### src/rtl/button_event_decoder.sv
// Turns a debounced button level into one-cycle press, release, long-press and repeat events.
// Optional press counter output is enabled with `define BUTTON_EVENT_COUNT_EN.
module button_event_decoder #(
    parameter int COUNTER_WIDTH     = 16,
    parameter int PRESS_COUNT_WIDTH = 8
) (
    input  logic                         i_clock,
    input  logic                         i_reset_n,
    input  logic                         i_debounced_signal,
    input  logic [COUNTER_WIDTH-1:0]     i_long_press_count,
    input  logic [COUNTER_WIDTH-1:0]     i_repeat_count,
    output logic                         o_press,
    output logic                         o_release,
    output logic                         o_long_press,
    output logic                         o_repeat,
    output logic                         o_held,
    output logic [1:0]                   o_state
`ifdef BUTTON_EVENT_COUNT_EN
    ,
    output logic [PRESS_COUNT_WIDTH-1:0] o_press_count
`endif
);

    typedef enum logic [1:0] {
        ST_RELEASED  = 2'd0,
        ST_PRESSED   = 2'd1,
        ST_LONG_HELD = 2'd2
    } state_t;

    localparam logic [COUNTER_WIDTH-1:0] CNT_ONE = COUNTER_WIDTH'(1);
    localparam logic [COUNTER_WIDTH-1:0] CNT_MAX = '1;

    state_t                   state_q, state_d;
    logic [COUNTER_WIDTH-1:0] count_q, count_d;
    logic [COUNTER_WIDTH-1:0] count_inc;
    logic                     press_q, press_d;
    logic                     release_q, release_d;
    logic                     long_q, long_d;
    logic                     repeat_q, repeat_d;
    logic                     held_q, held_d;

    // The hold counter saturates so a very long hold can never re-trigger by wrapping.
    always_comb begin
        count_inc = (count_q == CNT_MAX) ? count_q : count_q + CNT_ONE;
    end

    always_comb begin
        state_d   = state_q;
        count_d   = count_q;
        held_d    = held_q;
        press_d   = 1'b0;
        release_d = 1'b0;
        long_d    = 1'b0;
        repeat_d  = 1'b0;
        case (state_q)
            ST_RELEASED: begin
                if (i_debounced_signal) begin
                    press_d = 1'b1;
                    count_d = CNT_ONE;
                    held_d  = 1'b1;
                    state_d = ST_PRESSED;
                end
            end
            ST_PRESSED: begin
                if (!i_debounced_signal) begin
                    release_d = 1'b1;
                    held_d    = 1'b0;
                    count_d   = '0;
                    state_d   = ST_RELEASED;
                end else if ((i_long_press_count != '0) && (count_q >= i_long_press_count)) begin
                    long_d  = 1'b1;
                    count_d = CNT_ONE;
                    state_d = ST_LONG_HELD;
                end else begin
                    count_d = count_inc;
                end
            end
            ST_LONG_HELD: begin
                if (!i_debounced_signal) begin
                    release_d = 1'b1;
                    held_d    = 1'b0;
                    count_d   = '0;
                    state_d   = ST_RELEASED;
                end else if ((i_repeat_count != '0) && (count_q >= i_repeat_count)) begin
                    repeat_d = 1'b1;
                    count_d  = CNT_ONE;
                end else begin
                    count_d = count_inc;
                end
            end
            default: begin
                held_d  = 1'b0;
                count_d = '0;
                state_d = ST_RELEASED;
            end
        endcase
    end

    always_ff @(posedge i_clock or negedge i_reset_n) begin
        if (!i_reset_n) begin
            state_q   <= ST_RELEASED;
            count_q   <= '0;
            held_q    <= 1'b0;
            press_q   <= 1'b0;
            release_q <= 1'b0;
            long_q    <= 1'b0;
            repeat_q  <= 1'b0;
        end else begin
            state_q   <= state_d;
            count_q   <= count_d;
            held_q    <= held_d;
            press_q   <= press_d;
            release_q <= release_d;
            long_q    <= long_d;
            repeat_q  <= repeat_d;
        end
    end

    assign o_press      = press_q;
    assign o_release    = release_q;
    assign o_long_press = long_q;
    assign o_repeat     = repeat_q;
    assign o_held       = held_q;
    assign o_state      = state_q;

`ifdef BUTTON_EVENT_COUNT_EN
    logic [PRESS_COUNT_WIDTH-1:0] press_count_q, press_count_d;

    // Counts alongside the press pulse so the new total is visible while o_press is high.
    always_comb begin
        press_count_d = press_count_q;
        if (press_d) begin
            press_count_d = press_count_q + PRESS_COUNT_WIDTH'(1);
        end
    end

    always_ff @(posedge i_clock or negedge i_reset_n) begin
        if (!i_reset_n) begin
            press_count_q <= '0;
        end else begin
            press_count_q <= press_count_d;
        end
    end

    assign o_press_count = press_count_q;
`endif

endmodule

### config.mk
export PLATFORM = sky130hd
export DESIGN_NAME = button_event_decoder
export DESIGN_NICKNAME = d
export VERILOG_FILES = /design/src/rtl/button_event_decoder.sv
export SDC_FILE = /design/constraint.sdc
export NUM_CORES = 1
export LEC_CHECK = 0
export CORE_MARGIN = 2
export CORE_UTILIZATION = 57
export CTS_CLUSTER_DIAMETER = 80
export DETAILED_ROUTE_END_ITERATION = 10
export MAX_ROUTING_LAYER = met4
export PLACE_DENSITY = 0.88
export RECOVER_POWER = 50
export SYNTH_ARGS = -nofsm -noshare
export SYNTH_HDL_FRONTEND = slang
export SYNTH_SLANG_ARGS = --single-unit
### constraint.sdc
create_clock -name i_clock -period 5.7 [get_ports i_clock]
set_clock_uncertainty 0.15 [all_clocks]
set_input_delay 1.14 -clock i_clock [delete_from_list [all_inputs] [get_ports i_clock]]
set_output_delay 1.14 -clock i_clock [all_outputs]
set_load 0.02 [all_outputs]
==> impl_metrics.py <==
metrics = {
    "clocking": {
        "postCtsSetupBuffers": 0,
        "cts.path.max_buffers": 2,
        "cts_tree": "yes",
        "cts_resized": 0,
        "cts_root_buf": "clkbuf_8",
        "cts_sinks": 23,
        "cts-htree-levels": 1,
        "clk-insertion-delay-late_ns": 0.26,
        "postCtsHoldBufs": 0,
        "path_clk_slew_ns": 0.08,
        "cts_buffers": 3,
    },
    "timing": {
        "rsz0062_at_grt": "false",
        "hold_viol_final": 0,
        "worst_pin_slew_ns": 1.04,
        "fin_crit_sh_pct": 65.9,
        "setup_ws_ns": 1.94,
        "max_slew_margin_pct": 30.7,
        "fmax_mhz": 266,
        "slew_violations": 0,
        "fin_crit_ns": 3.76,
        "setup_tns_ns": 0,
        "final-setup-viol-count": 0,
    },
    "finish": {
        "antenna_cells": 0,
        "drive_above_1_share_pct": 4.79,
        "syn_to_final_growth_pct": 21.1,
        "finalNetCount": 386,
        "stdcell_area_um2": 2770,
    },
    "job": {
        "drv_cap": 0,
    },
    "power": {
        "p_int_uw": 375,
        "power_frac_clock_pct": 16.4,
        "p_sw_share_pct": 39.3,
        "combPwrFrac_pct": 48.6,
        "switchingPower_uw": 242,
        "pwr_density_cell_nw_per_um2": 223,
        "seqPwrFrac_pct": 34.9,
        "vdd_drop_max_v": 0.000254,
        "leakage_uw": 0.00135,
    },
    "setup_path": {
        "crit_start": "i_long_press_count[14]",
        "crit_chain": "clkdlybuf4s50_1 -> inv_1 -> ha_1 -> nand4_2 -> o21ba_2 -> o211a_1 -> a211oi_4 -> a21oi_4 -> and3_1 -> a221o_1",
        "end_kind": "flop",
        "worstPathRequired_ns": 5.70,
        "worstSetupPathType": "input pin to flop",
        "crit_arrival_ns": 3.76,
        "slowest_stage": "clkdlybuf4s50_1",
        "r2r_start": "count_q[5]",
        "cp_slowest_stage_delay_ns": 0.50,
        "startpoint_type": "input pin",
        "path_max_fanout": 26,
    },
    "yosys": {
        "ys_ff_latch": 23,
        "synthXorXnorAreaFrac_pct": 0,
        "synthesis.area_um2": 2290,
        "synthAdderAreaFrac_pct": 20.2,
        "ys_top_cells_by_area": "dfrtp_1, ha_1, inv_1, a21oi_1, nand2_1",
        "synth_top_area_share_pct": 25.1,
        "synth-edff-count": 0,
        "synth_top_area_cell": "dfrtp_1",
        "synth_area_per_cell_um2": 8.36,
        "syn_nets": 346,
        "synthArstFlopShare_pct": 100,
        "muxShareOfSynthArea_pct": 0.929,
        "yosysMostFrequentCell": "inv_1",
        "synth-simple-area-share_pct": 22.6,
        "ys_warn_count": 0,
        "synth_cell_types": 51,
        "synth_compound_area_share_pct": 23.2,
        "syn-instance-count": 274,
        "ys_seq_area_share_pct": 25.1,
        "synth_top_family_by_area": "compound AO/OA/AOI/OAI gates",
        "ys.flop_type": "dfrtp_1",
        "yosys-top-cells-count": "inv_1, ha_1, nand2_1",
    },
    "die": {
        "die_x_um": 67.4,
        "initial_core_util_pct": 58.1,
        "num_rows": 23,
        "num_io_pins": 42,
        "core_area_um2": 3940,
        "die_h_um": 67.4,
        "dieArea_um2": 4540,
    },
    "routing": {
        "drt_iter0_drc": 126,
        "routedWlPerCell_um": 16.2,
        "antenna_left": 0,
        "drt-total-wl_mm": 5.90,
        "dr.pass1.iters": 5,
        "vias": 2178,
        "drc": 0,
        "routed_via_density": 6.00,
    },
    "grt": {
        "grt_pass1_wl_mm": 9.92,
        "grt_pass1_vias": 2118,
        "grt.overflow.total": 0,
        "antenna_found_initial": 0,
        "grtUsageTotal_pct": 29.4,
        "grt_max_degree": 27,
    },
    "status": {
        "status": "finished, final reports clean",
    },
    "place": {
        "io_buffers": 41,
        "post-place-ws_ns": 1.70,
        "place_area_um2": 2730,
        "hpwl_mm": 4.69,
        "gp_congestion": 0.949,
    },
    "hold_path": {
        "worstHoldStart": "o_held",
        "hold_path.class": "flop to flop",
    },
}
[layout by cell type, fill, tap and decap left out, drive strengths merged, types with 8 or more instances in the layout]
| cell | instances |
|---|---|
| nor4 | 9 |
| ha | 37 |
| a21oi | 23 |
| clkdlybuf4s50 | 39 |
| nand4 | 14 |
| nor2 | 13 |
| inv | 39 |
| nand3 | 8 |
| nand2 | 27 |
| dfrtp | 23 |
| o21ai | 10 |
[metal layers]
metal | up-vias | track usage [%] | wire (um)
met5 | - | - | 0
met4 | 0 | 5.36 | 45
li1 | 1086 | - | -
met3 | 8 | 4.50 | 360
met2 | 70 | 46.8 | 2740
met1 | 1014 | 40.1 | 2750
[flip-flops by register name (all words and copies together) (netlist names)]
signal	cells
count_q	16
o_repeat	1
o_release	1
o_long_press	1
o_held	1
o_press	1
o_state	2
[layout make-up]
cell class                      instances  area (um^2)
Multi-Input combinational cell        206         1530
Fill cell                             311         1170
Sequential cell                        23          576
Timing Repair Buffer                   41          410
Inverter                               39          146
Tap cell                               50         62.6
Clock buffer                            4         45.0
[metrics by stage]
step / total power (uW) / hold WS [ns] / utilization (%) / instances
2_1_floorplan: 423 / 0.360 / - / 274
3_3_place_gp: 504 / 0.370 / 69.2 / 359
3_5_place_dp: 517 / 0.381 / 69.2 / 359
4_1_cts: 617 / 0.402 / 70.3 / 363
5_1_grt: 666 / 0.423 / 70.3 / 363
6_report: 618 / 0.399 / 70.3 / 363
[critical path, delay by kind of cell]
kind | cells | cell delay, ns
simple gates | 2 | 0.44
fa+ha+maj | 1 | 0.31
buf+inv | 2 | 0.56
compound gates | 5 | 1.32
[logic make-up after synthesis]
group,after synthesis
flip-flops,23
AO/OA/AOI/OAI,72
AND/OR/NAND/NOR,95
adder cells (fa/ha/maj),37
multiplexers,2
buffers and inverters,45
[final timing paths]
kind	endpoint	slack, ns	cells after the start
worst max-delay path	count_q[5]	1.94	10
worst min-delay path	o_held	0.40	1
worst max register to register	count_q[5]	2.82	7
worst min register to register	o_held	0.40	1
max in group asynchronous	count_q[3]	3.42	1
min in group asynchronous	count_q[14]	1.35	1
[power by group through the flow]
stage          Clock, uW  Combinational, uW  Sequential, uW
3_5_place_dp           0                298             219
4_1_cts              102                300             215
5_1_grt              112                335             219
6_report             101                300             216
3_3_place_gp           0                286             218
2_1_floorplan          0                201             222
(Power assumes the default switching activity.)
==> variant: new RTL, same flow settings <==
Set the parameter `COUNTER_WIDTH` to 32 (it was 16).
--- a/src/rtl/button_event_decoder.sv
+++ b/src/rtl/button_event_decoder.sv
@@ -2,5 +2,5 @@
 // Optional press counter output is enabled with `define BUTTON_EVENT_COUNT_EN.
 module button_event_decoder #(
-    parameter int COUNTER_WIDTH     = 16,
+    parameter int COUNTER_WIDTH     = 32,
     parameter int PRESS_COUNT_WIDTH = 8
 ) (
Ports: changed (resized i_long_press_count and i_repeat_count); port bits go from 42 to 74. No check against the original RTL was run, so the function may have changed too.
==> variant against the unedited design <==
The run now ends with max-capacitance violations, max-slew violations left; routed wire length is 100% higher; largest cell class unchanged; clock power grew 140%; die area grew 71%; highest routed layer unchanged; synthesized area rose by 77%; sequential share of layout area shrank 1.1 points; sequential cell count is 16 higher; setup slack lost 0.56 ns; total power increased by 64%; register-to-register slack worse by 0.61 ns; first-iteration DRC count up 120%; non-clock buffer count up 33; fmax down 13%; critical endpoint unchanged; critical path depth up 2; design area rose by 79%.
==> variant: results <==
[clock_network]
clk_latency_ns = 0.30
numCtsBuffers = 5
htree_levels = 2

[timing]
slew_viol_final = 40

[worst_setup_path]
cp_max_fo = 32
crit_arrival_ns = 4.37

[yosys]
synth-seq-area-share_pct = 24.1
yosys.area_share.adder_pct = 21.3
synthXorXnorAreaFrac_pct = 0.217
synth_fp_nets = 643
synth_cell_types = 56
synthMuxAreaShare_pct = 0.248
synth_area_leaders = "dfrtp_1, ha_1, inv_1"

[placed_design]
hpwl_um = 9020
place_area_um2 = 4860
port_buffers = 73

[cells_and_area]
largest_reg_flops = 32
fill_cells = 514
nets = 716

[outcome]
status = "finished with violations"
failed_checks = "max-capacitance violations, max-slew violations"

[pwr]
p_leak_nw = 2.53
ir_worst_vdd_mv = 0.174
p_sw_share_pct = 39.2

[grt]
grt_pass1_vias = 4040

[routing]
post_drt_via_cell_ratio = 6.11

[flow_run]
cap_violations = 1
==> variant: area by class of cell <==
type / count / area (um2) / area share, %
Inverter: 76 / 285 / 5.73
Sequential cell: 39 / 976 / 19.6
Clock buffer: 5 / 68.8 / 1.38
Clock inverter: 3 / 46.3 / 0.931
Multi-Input combinational cell: 384 / 2730 / 55.0
Timing Repair Buffer: 74 / 744 / 15.0
Tap cell: 96 / 120 / 2.41
==> variant: critical path: stages <==
cell and delay (ns):
clkdlybuf4s50_1 0.48, inv_1 0.05, ha_1 0.33, nand4_1 0.09
nor3_1 0.30, or4b_1 0.47, nand3_1 0.16, a211oi_1 0.14
o21ai_4 0.57, buf_12 0.26, o21ai_0 0.11, a21o_2 0.25
==> variant: cell families after synthesis <==
group	after synthesis
simple gates	191
mux	1
buf+inv	84
xor+xnor	1
flops	39
compound gates	122
fa+ha+maj	69
==> variant: through the flow <==
step	power [mW]	hold WS, ns	cells
global placement	0.736	0.354	669
floorplan	0.603	0.372	507
finish	1.02	0.406	677
CTS	1.01	0.406	677
global route	1.08	0.439	677
detailed placement	0.762	0.374	669
==> variant: path summary, 6_finish.rpt <==
check | from | to | slack [ns] | cells after the start
max | i_repeat_count[14] | count_q[5] | 1.38 | 12
min | o_held | o_held | 0.41 | 2
max in group asynchronous | i_reset_n | count_q[21] | 2.68 | 1
min reg2reg | o_held | o_held | 0.41 | 2
max reg2reg | count_q[14] | count_q[5] | 2.21 | 10
min in group asynchronous | i_reset_n | count_q[4] | 1.39 | 1
==> variant: power groups by stage <==
stage / registers [mW] / clock network, mW / logic, mW
5_1_grt: 0.356 / 0.259 / 0.465
2_1_floorplan: 0.352 / 0 / 0.251
4_1_cts: 0.350 / 0.246 / 0.412
3_5_place_dp: 0.354 / 0 / 0.407
3_3_place_gp: 0.352 / 0 / 0.384
6_report: 0.353 / 0.243 / 0.420
==> variant: routing by layer <==
layer  vias to the layer above  routed length [um]  GRT usage (%)
met2                       159                5630           53.7
met5                         -                   0              -
met1                      1959                5070           39.4
met3                        38                 681           4.85
met4                         0                 408           13.2
li1                       1979                   -              -
